## src/rtl/tt_serial_sub_pkg.sv

```systemverilog
// rtl/tt_serial_sub_pkg.sv - shared types and constants for the bit-serial subtractor tile
package tt_serial_sub_pkg;

   localparam int WIDTH = 8;

   typedef enum logic [1:0] {
      ST_IDLE = 2'd0,
      ST_RUN  = 2'd1,
      ST_DONE = 2'd2
   } state_t;

   // uio_in strobe positions
   localparam int UIO_LOAD_A = 0;
   localparam int UIO_LOAD_B = 1;
   localparam int UIO_START  = 2;

   // uio_out status positions
   localparam int UIO_BUSY   = 3;
   localparam int UIO_DONE   = 4;
   localparam int UIO_BORROW = 5;

   // Only the three status pins are driven outward
   localparam logic [7:0] UIO_OE = 8'b0011_1000;

endpackage

```

## src/rtl/full_subtractor_bit.sv

```systemverilog
// rtl/full_subtractor_bit.sv - one-bit full subtractor from two half subtractors
module full_subtractor_bit (
   input  logic i_a,
   input  logic i_b,
   input  logic i_bin,
   output logic o_d,
   output logic o_bout
);
   logic w_d1;
   logic w_b1;
   logic w_b2;

   // First stage: a - b
   half_subtractor u_hs_ab (
      .i_x (i_a),
      .i_y (i_b),
      .o_d (w_d1),
      .o_b (w_b1)
   );

   // Second stage: (a - b) - borrow_in
   half_subtractor u_hs_bin (
      .i_x (w_d1),
      .i_y (i_bin),
      .o_d (o_d),
      .o_b (w_b2)
   );

   // Either stage may generate the outgoing borrow, never both
   always_comb begin
      o_bout = w_b1 | w_b2;
   end
endmodule

```

## src/rtl/half_subtractor.sv

```systemverilog
// rtl/half_subtractor.sv - one-bit half subtractor cell (x - y)
module half_subtractor (
   input  logic i_x,
   input  logic i_y,
   output logic o_d,
   output logic o_b
);
   // Difference is the XOR; a borrow is needed only for 0 - 1
   always_comb begin
      o_d = i_x ^ i_y;
      o_b = ~i_x & i_y;
   end
endmodule

```

## src/rtl/tt_um_serial_subtractor.sv

```systemverilog
// rtl/tt_um_serial_subtractor.sv - bit-serial A-B tile, LSB first, one bit per enabled clock
module tt_um_serial_subtractor #(
   parameter int WIDTH = tt_serial_sub_pkg::WIDTH
) (
   input  logic       clk,
   input  logic       rst_n,
   input  logic       ena,
   input  logic [7:0] ui_in,
   input  logic [7:0] uio_in,
   output logic [7:0] uo_out,
   output logic [7:0] uio_out,
   output logic [7:0] uio_oe
);
   import tt_serial_sub_pkg::*;

   state_t           r_state;
   logic [2:0]       r_cnt;
   logic [WIDTH-1:0] r_a;
   logic [WIDTH-1:0] r_b;
   logic [WIDTH-1:0] r_sa;
   logic [WIDTH-1:0] r_sb;
   logic [WIDTH-1:0] r_pd;
   logic [WIDTH-1:0] r_res;
   logic             r_br;
   logic             r_borrow;

   logic             w_d;
   logic             w_bout;
   logic             w_load_a;
   logic             w_load_b;
   logic             w_start;
   logic             w_unused_uio;

   assign w_load_a     = uio_in[UIO_LOAD_A];
   assign w_load_b     = uio_in[UIO_LOAD_B];
   assign w_start      = uio_in[UIO_START];
   assign w_unused_uio = &{1'b0, uio_in[7:3]};

   // Single bit cell fed by the operand LSBs and the borrow flip-flop
   full_subtractor_bit u_fsub (
      .i_a    (r_sa[0]),
      .i_b    (r_sb[0]),
      .i_bin  (r_br),
      .o_d    (w_d),
      .o_bout (w_bout)
   );

   // Control FSM plus operand, shift, counter and result registers
   always_ff @(posedge clk or negedge rst_n) begin
      if (!rst_n) begin
         r_state  <= ST_IDLE;
         r_cnt    <= 3'd0;
         r_a      <= '0;
         r_b      <= '0;
         r_sa     <= '0;
         r_sb     <= '0;
         r_pd     <= '0;
         r_res    <= '0;
         r_br     <= 1'b0;
         r_borrow <= 1'b0;
      end else if (ena) begin
         case (r_state)
            ST_IDLE, ST_DONE: begin
               if (w_start) begin
                  // Start wins over loads: the launch uses the operands already held
                  r_sa    <= r_a;
                  r_sb    <= r_b;
                  r_pd    <= '0;
                  r_br    <= 1'b0;
                  r_cnt   <= 3'd0;
                  r_state <= ST_RUN;
               end else begin
                  if (w_load_a) r_a <= ui_in[WIDTH-1:0];
                  if (w_load_b) r_b <= ui_in[WIDTH-1:0];
               end
            end
            ST_RUN: begin
               r_pd  <= {w_d, r_pd[WIDTH-1:1]};
               r_sa  <= r_sa >> 1;
               r_sb  <= r_sb >> 1;
               r_br  <= w_bout;
               r_cnt <= r_cnt + 3'd1;
               if (r_cnt == 3'(WIDTH - 1)) begin
                  // Last bit: publish the completed difference and final borrow
                  r_res    <= {w_d, r_pd[WIDTH-1:1]};
                  r_borrow <= w_bout;
                  r_state  <= ST_DONE;
               end
            end
            default: r_state <= ST_IDLE;
         endcase
      end
   end

   // Status pins are pure decodes of registered state
   always_comb begin
      uo_out              = r_res;
      uio_out             = 8'h00;
      uio_out[UIO_BUSY]   = (r_state == ST_RUN);
      uio_out[UIO_DONE]   = (r_state == ST_DONE);
      uio_out[UIO_BORROW] = r_borrow;
      uio_oe              = UIO_OE;
   end
endmodule

```

## config.mk

```make
export PLATFORM = sky130hd
export DESIGN_NAME = tt_um_serial_subtractor
export DESIGN_NICKNAME = d
export VERILOG_FILES = /design/src/rtl/tt_serial_sub_pkg.sv /design/src/rtl/full_subtractor_bit.sv /design/src/rtl/half_subtractor.sv /design/src/rtl/tt_um_serial_subtractor.sv
export SDC_FILE = /design/constraint.sdc
export NUM_CORES = 1
export LEC_CHECK = 0
export CAP_MARGIN = 20
export CORE_AREA = 2 2 83 85
export CTS_CLUSTER_DIAMETER = 50
export DETAILED_ROUTE_END_ITERATION = 12
export DIE_AREA = 0 0 85 87
export PLACE_DENSITY_LB_ADDON = 0.1
export SETUP_SLACK_MARGIN = 0.15
export SYNTH_ARGS = -nofsm -noshare
export SYNTH_HDL_FRONTEND = slang
export SYNTH_SLANG_ARGS = --single-unit
```

## constraint.sdc

```tcl
create_clock -name clk -period 1.8 [get_ports clk]
set_clock_uncertainty 0.05 [all_clocks]
set_input_delay 0.18 -clock clk [delete_from_list [all_inputs] [get_ports clk]]
set_output_delay 0.18 -clock clk [all_outputs]
set_load 0.02 [all_outputs]
```

Yosys cells after proc, flatten, opt, wreduce, memory -nomap -nowiden. Index checks and enable logic that the tools add are counted.

Flip-flop bits (word level): 55. Bits in latches: 0. RAM bits: 0. ROM bits: 0. Input port bits: 19. Output and inout port bits: 24. Word-level logic and storage cells: 45. Memories kept: 0.

Add/sub/neg operators: 1. Multipliers: 0. Div/mod/pow operators: 0. $lt $le $gt $ge: 0. Equal/unequal tests: 5. Shifts and indexed selects: 0. Muxes and demuxes: 13. Bitwise logic cells: 8. Reduce and logical (&&, ||, !) cells: 8.

Operators by type and width (count): $pmux 8 s2 (3); $mux 8 (3); $reduce_and 3->1 (3); $reduce_and 4->1 (2); $pmux 3 s2 (1); $mux 2 (2); $pmux 2 s2 (1); $add 3x1->3 const B (1); $eq 3x3->1 const B (1); $mux 3 (1); $not 1->1 (3); $and 1x1->1 (2); $eq 2x1->1 const B (1); $eq 2x2->1 const B (1); $logic_not 2->1 (1); $ne 2x1->1 const B (1); $ne 2x2->1 const B (1); $pmux 1 s2 (1); $reduce_bool 2->1 (1); $reduce_or 2->1 (1); $xor 1x1->1 (2); $mux 1 (1); $or 1x1->1 (1).

Longest topological paths before layout.
Depth in word-level cells: 5. Depth in mapped cells: 6. Gate-level depth less buffers: 5.

By module. Synthesis repeated with hierarchy kept, for this count alone.

Cells, all modules: 174. Area, all modules: 2489.9 um^2.

By module, submodules not included: tt_um_serial_subtractor (instances 1, cells an instance 167, area each 2443.6 um^2, seq. area each 1351.3 um^2); half_subtractor (instances 2, cells an instance 3, area each 20.0 um^2, seq. area each 0.0 um^2); full_subtractor_bit (instances 1, cells an instance 1, area each 6.3 um^2, seq. area each 0.0 um^2).

Worst setup path after synthesis. Ideal clock, no wire load.

Path kind: register to register. Start: register r_state[0]. End: register r_sa[0]. Library setup time: 0.125 ns. Arrival time: 1.438 ns. Required time: 1.625 ns. Slack: 0.187 ns. Stages on the path, launching flop included: 7. Path buffers: 3. Period minus slack after synthesis: 1.613 ns. Cell sequence: dfrtp_1 > buf_6 > nor2b_4 > buf_6 > o21ai_4 > buf_6 > mux2_2.

Word-level cells in the longest chain between the ends: 4. Elaborated cells on any way between the ends: 8. Classes of those cells: eq/ne: 3; mux: 1; reduce/logical: 4.

Ends and longest elaborated chain: start: declaration (RTL line tt_um_serial_subtractor.sv:16) `state_t r_state;`; start signal: assignment (RTL line tt_um_serial_subtractor.sv:51) `r_state <= ST_IDLE;`; start signal: assignment (RTL line tt_um_serial_subtractor.sv:71) `r_state <= ST_RUN;`; start signal: assignment (RTL line tt_um_serial_subtractor.sv:87) `r_state <= ST_DONE;`; $eq 2x2->1 or $logic_not 2->1 (tied branches) (RTL line tt_um_serial_subtractor.sv:62) `case (r_state)`; $reduce_or 2->1 (RTL line tt_um_serial_subtractor.sv:62); $ne 2x2->1 (no source line) or $reduce_bool 2->1 (tied branches); $reduce_and 3->1 (no source line); end signal: assignment (RTL line tt_um_serial_subtractor.sv:66) `r_sa <= r_a;`; end signal: assignment (RTL line tt_um_serial_subtractor.sv:79) `r_sa <= r_sa >> 1;`; end: declaration (RTL line tt_um_serial_subtractor.sv:20) `logic [WIDTH-1:0] r_sa;`.

Parallel ways exist; a longest one is shown, timed or not. A chain may end at the register's enable or synchronous reset.

Worst setup path after layout.
Start: register r_state[1]. End: register r_sa[1].

Same word-level chain as after synthesis.

==> results.md <==
- Overall global routing resource usage: 12.0%
- WL final: 4.09 mm
- P_leak: 1.44 nW
- Synth Flop Type: dfrtp_1
- Yosys cell types: 24
- Clk_lat worst skew: 0.31 ns
- Largest fanout on the critical path: 9
- Buf/Inv on CP: 3
- Sw power: 1.41 mW
- Comb pwr share: 43.0%
- Total power: 4.74 mW
- Buffers on Ports: 24
- Critical Path Start: r_state[1]$_DFFE_PN0P_
- FF+latch count, synth: 54
- CP max stage cell: dfrtp_1
- CP delay by family, top: buffers and inverters
- FMAX: 615 MHz
- Avg Inst Size Synth: 14.3 um^2
- Htree depth: 2
- First-pass GRT wire length: 6.92 mm
- Cell row count: 30
- N_diodes: 0
- Final worst path period share: 90.3%
- CTS max path bufs: 2
- GR Overflow Total: 0
- Vias in the first global route: 1463
- Internal Power: 3.33 mW
- Hold slack: 0.334 ns
- Setup ws final: 0.174 ns
- DP Cell Count: 279
- Routed Antenna Nets: 0
- Cell area after synthesis: 0.00247 mm^2
- TritonCTS clock tree: yes
- Seq pwr share: 42.6%
- Reg area: 0.00135 mm^2
- Drt pass-1 iters: 2
- # setup viols final: 0
- Total CTS buffers: 5
- Vias/cell: 4.70
- Min Tclk post-route: 1.63 ns
- Maximum vdd drop: 0.599 mV
- Status: completed
- Number of remaining DRC errors: 0
- Pwr Density: 1570 mW/mm^2
- Share of layout cells above drive strength 1: 39.8%
- Final std cells w/o fill: 296
- Final Hold Vio Count: 0
- DP Worst Slack: -0.0437 ns
- Final instance area: 0.00303 mm^2
- CORE AREA: 0.00657 mm^2
- Reg-to-Reg Start: r_state[1]$_DFFE_PN0P_
- DIE WIDTH: 85 um
- Max-cap violations: 0
- Crit path launch type: register
- Layout filler cell count: 572
- Detailed Route Iter0 Violations: 37
- Unrepaired setup endpoints after global routing: yes
- Ports: 43
- Root Buffer: clkbuf_8
- Clock power frac: 14.4%
- Post-synth EDFFs: 0
- Seq/Total Area, Yosys: 54.6%
- Largest net degree at the start of global routing: 55
- Area post-placement: 0.00281 mm^2
- Synth warn: 0
- Clock slew at reported path FFs: 0.09 ns
- Multi-input logic area: 971 um^2
- Hold crit path type: input pin to async pin
- Vias: 1390
- Initial antenna violation count: 0
- Initial Utilization: 37.7%
- Cell mode on critical path: buf_12
- Fraction of registers with async set/reset: 100%
- Post-DR wirelength/cell: 13.8 um
- Switching Fraction: 29.8%
- Area growth syn-to-layout: 22.3%
- Die ar.: 0.00740 mm^2
- Die Height: 87 um
- Layout Nets: 237
- WP data arrival: 1.77 ns
- Hpwl dp: 2.85 mm
- Critical path cell sequence: nor2b_4 -> buf_6 -> o21ai_4 -> buf_12 -> buf_12 -> mux2_2
- WP data required: 1.94 ns
- Sink Count: 54
- Gpl congestion: 0.740
- Critical path class: register to register
- CP max stage delay: 0.41 ns
- Setup crit end kind: register
- Mapped Cells: 173
- Final-report max-slew violation count: 0
## synthesized netlist by cell type, types with 3 or more instances
cell	number	area (um^2)
a22o_1	11	96.3
buf_2	6	30.0
buf_4	14	105
buf_6	3	33.8
dfrtp_1	54	1350
inv_1	3	11.3
mux2_2	43	484
mux2_4	8	120
nand2_1	5	18.8
nor2b_1	4	25.0
o21ai_0	3	15.0
## timing repair
action                                  in CTS  in global routing
pin swaps                                    0                  1
endpoints found under the setup margin      21                 33
hold buffers                                 1                  0
buffers inserted                             0                  8
hold endpoints to repair                    54                  0
resized for setup                            2                 12
## sequential cells by signal, summed over array words and instances (netlist names)
register / cells
uo_out: 8
r_a: 8
r_state: 2
r_sb: 8
r_b: 8
r_borrow: 1
r_sa: 8
r_cnt: 3
r_br: 1
r_pd: 7
## worst register-to-register path: cells and delay by family (launching register included)
| family | cells | cell delay [ns] |
|---|---|---|
| and+or+nand+nor | 1 | 0.29 |
| DFF | 1 | 0.41 |
| buffers and inverters | 3 | 0.44 |
| AOI/OAI and AO/OA | 1 | 0.06 |
| muxes | 1 | 0.26 |
## final cells by class
class | count | area share [%]
flip-flops and latches | 54 | 44.6
multi-input cells | 103 | 32.1
clock inverters | 1 | 0.165
clock buffers | 7 | 2.85
inverters | 3 | 0.372
repair buffers | 48 | 16.6
well taps | 80 | 3.31
## power by group through the flow
stage / combinational, mW / sequential, mW / clock (mW)
after detailed placement: 1.87 / 2.06 / 0
after CTS: 1.88 / 2.03 / 0.719
after global placement: 1.81 / 2.03 / 0
final: 2.04 / 2.02 / 0.683
after floorplan: 1.39 / 2.04 / 0
after global routing: 2.21 / 2.11 / 0.752
## cells in the final DEF, fill, tap and decap left out, types with 6 or more instances in the layout
master	n
clkbuf_8	6
buf_4	11
a22o_1	11
buf_6	7
mux2_4	9
mux2_2	42
dfrtp_1	54
clkdlybuf4s50_1	21
conb_1	13
## layer usage
metal  share of wire, %  up-vias  global-route usage [%]
met1                 44      697                    14.4
met5                  0        -                       0
li1                   -      665                       -
met4                1.2        0                    3.90
met2                 51       22                    20.9
met3                3.5        6                    3.41
## metrics by stage
| stage | TNS (ns) | utilization (%) |
|---|---|---|
| finish | 0 | 46.1 |
| global route | 0 | 46.1 |
| CTS | 0 | 44.3 |
| detailed placement | -0.464 | 42.8 |
| global placement | -0.150 | 42.8 |
| floorplan | 0 | - |
## final timing paths
| kind | to | depth (start not counted) | slack, ns |
|---|---|---|---|
| worst max-delay path | r_sa[1]$_DFFE_PN0P_ | 6 | 0.17 |
| worst min-delay path | r_state[0]$_DFFE_PN0P_ | 3 | 0.33 |
| worst max register to register | r_sa[1]$_DFFE_PN0P_ | 6 | 0.17 |
| worst min register to register | r_borrow$_DFFE_PN0P_ | 2 | 0.45 |
| max in group asynchronous | r_sb[4]$_DFFE_PN0P_ | 3 | 1.12 |
| min in group clk | r_borrow$_DFFE_PN0P_ | 2 | 0.45 |
## cell families (layout without fill, tap and decap cells)
| group | Yosys count | after routing | synth area share (%) |
|---|---|---|---|
| other | 2 | 13 | 0.303 |
| buffers and inverters | 27 | 59 | 8.09 |
| adder cells (fa/ha/maj) | 3 | 3 | 1.82 |
| AO/OA/AOI/OAI | 19 | 19 | 6.37 |
| AND/OR/NAND/NOR | 15 | 15 | 3.59 |
| multiplexers | 53 | 53 | 25.2 |
| flip-flops | 54 | 54 | 54.6 |
(Power assumes the default switching activity.)
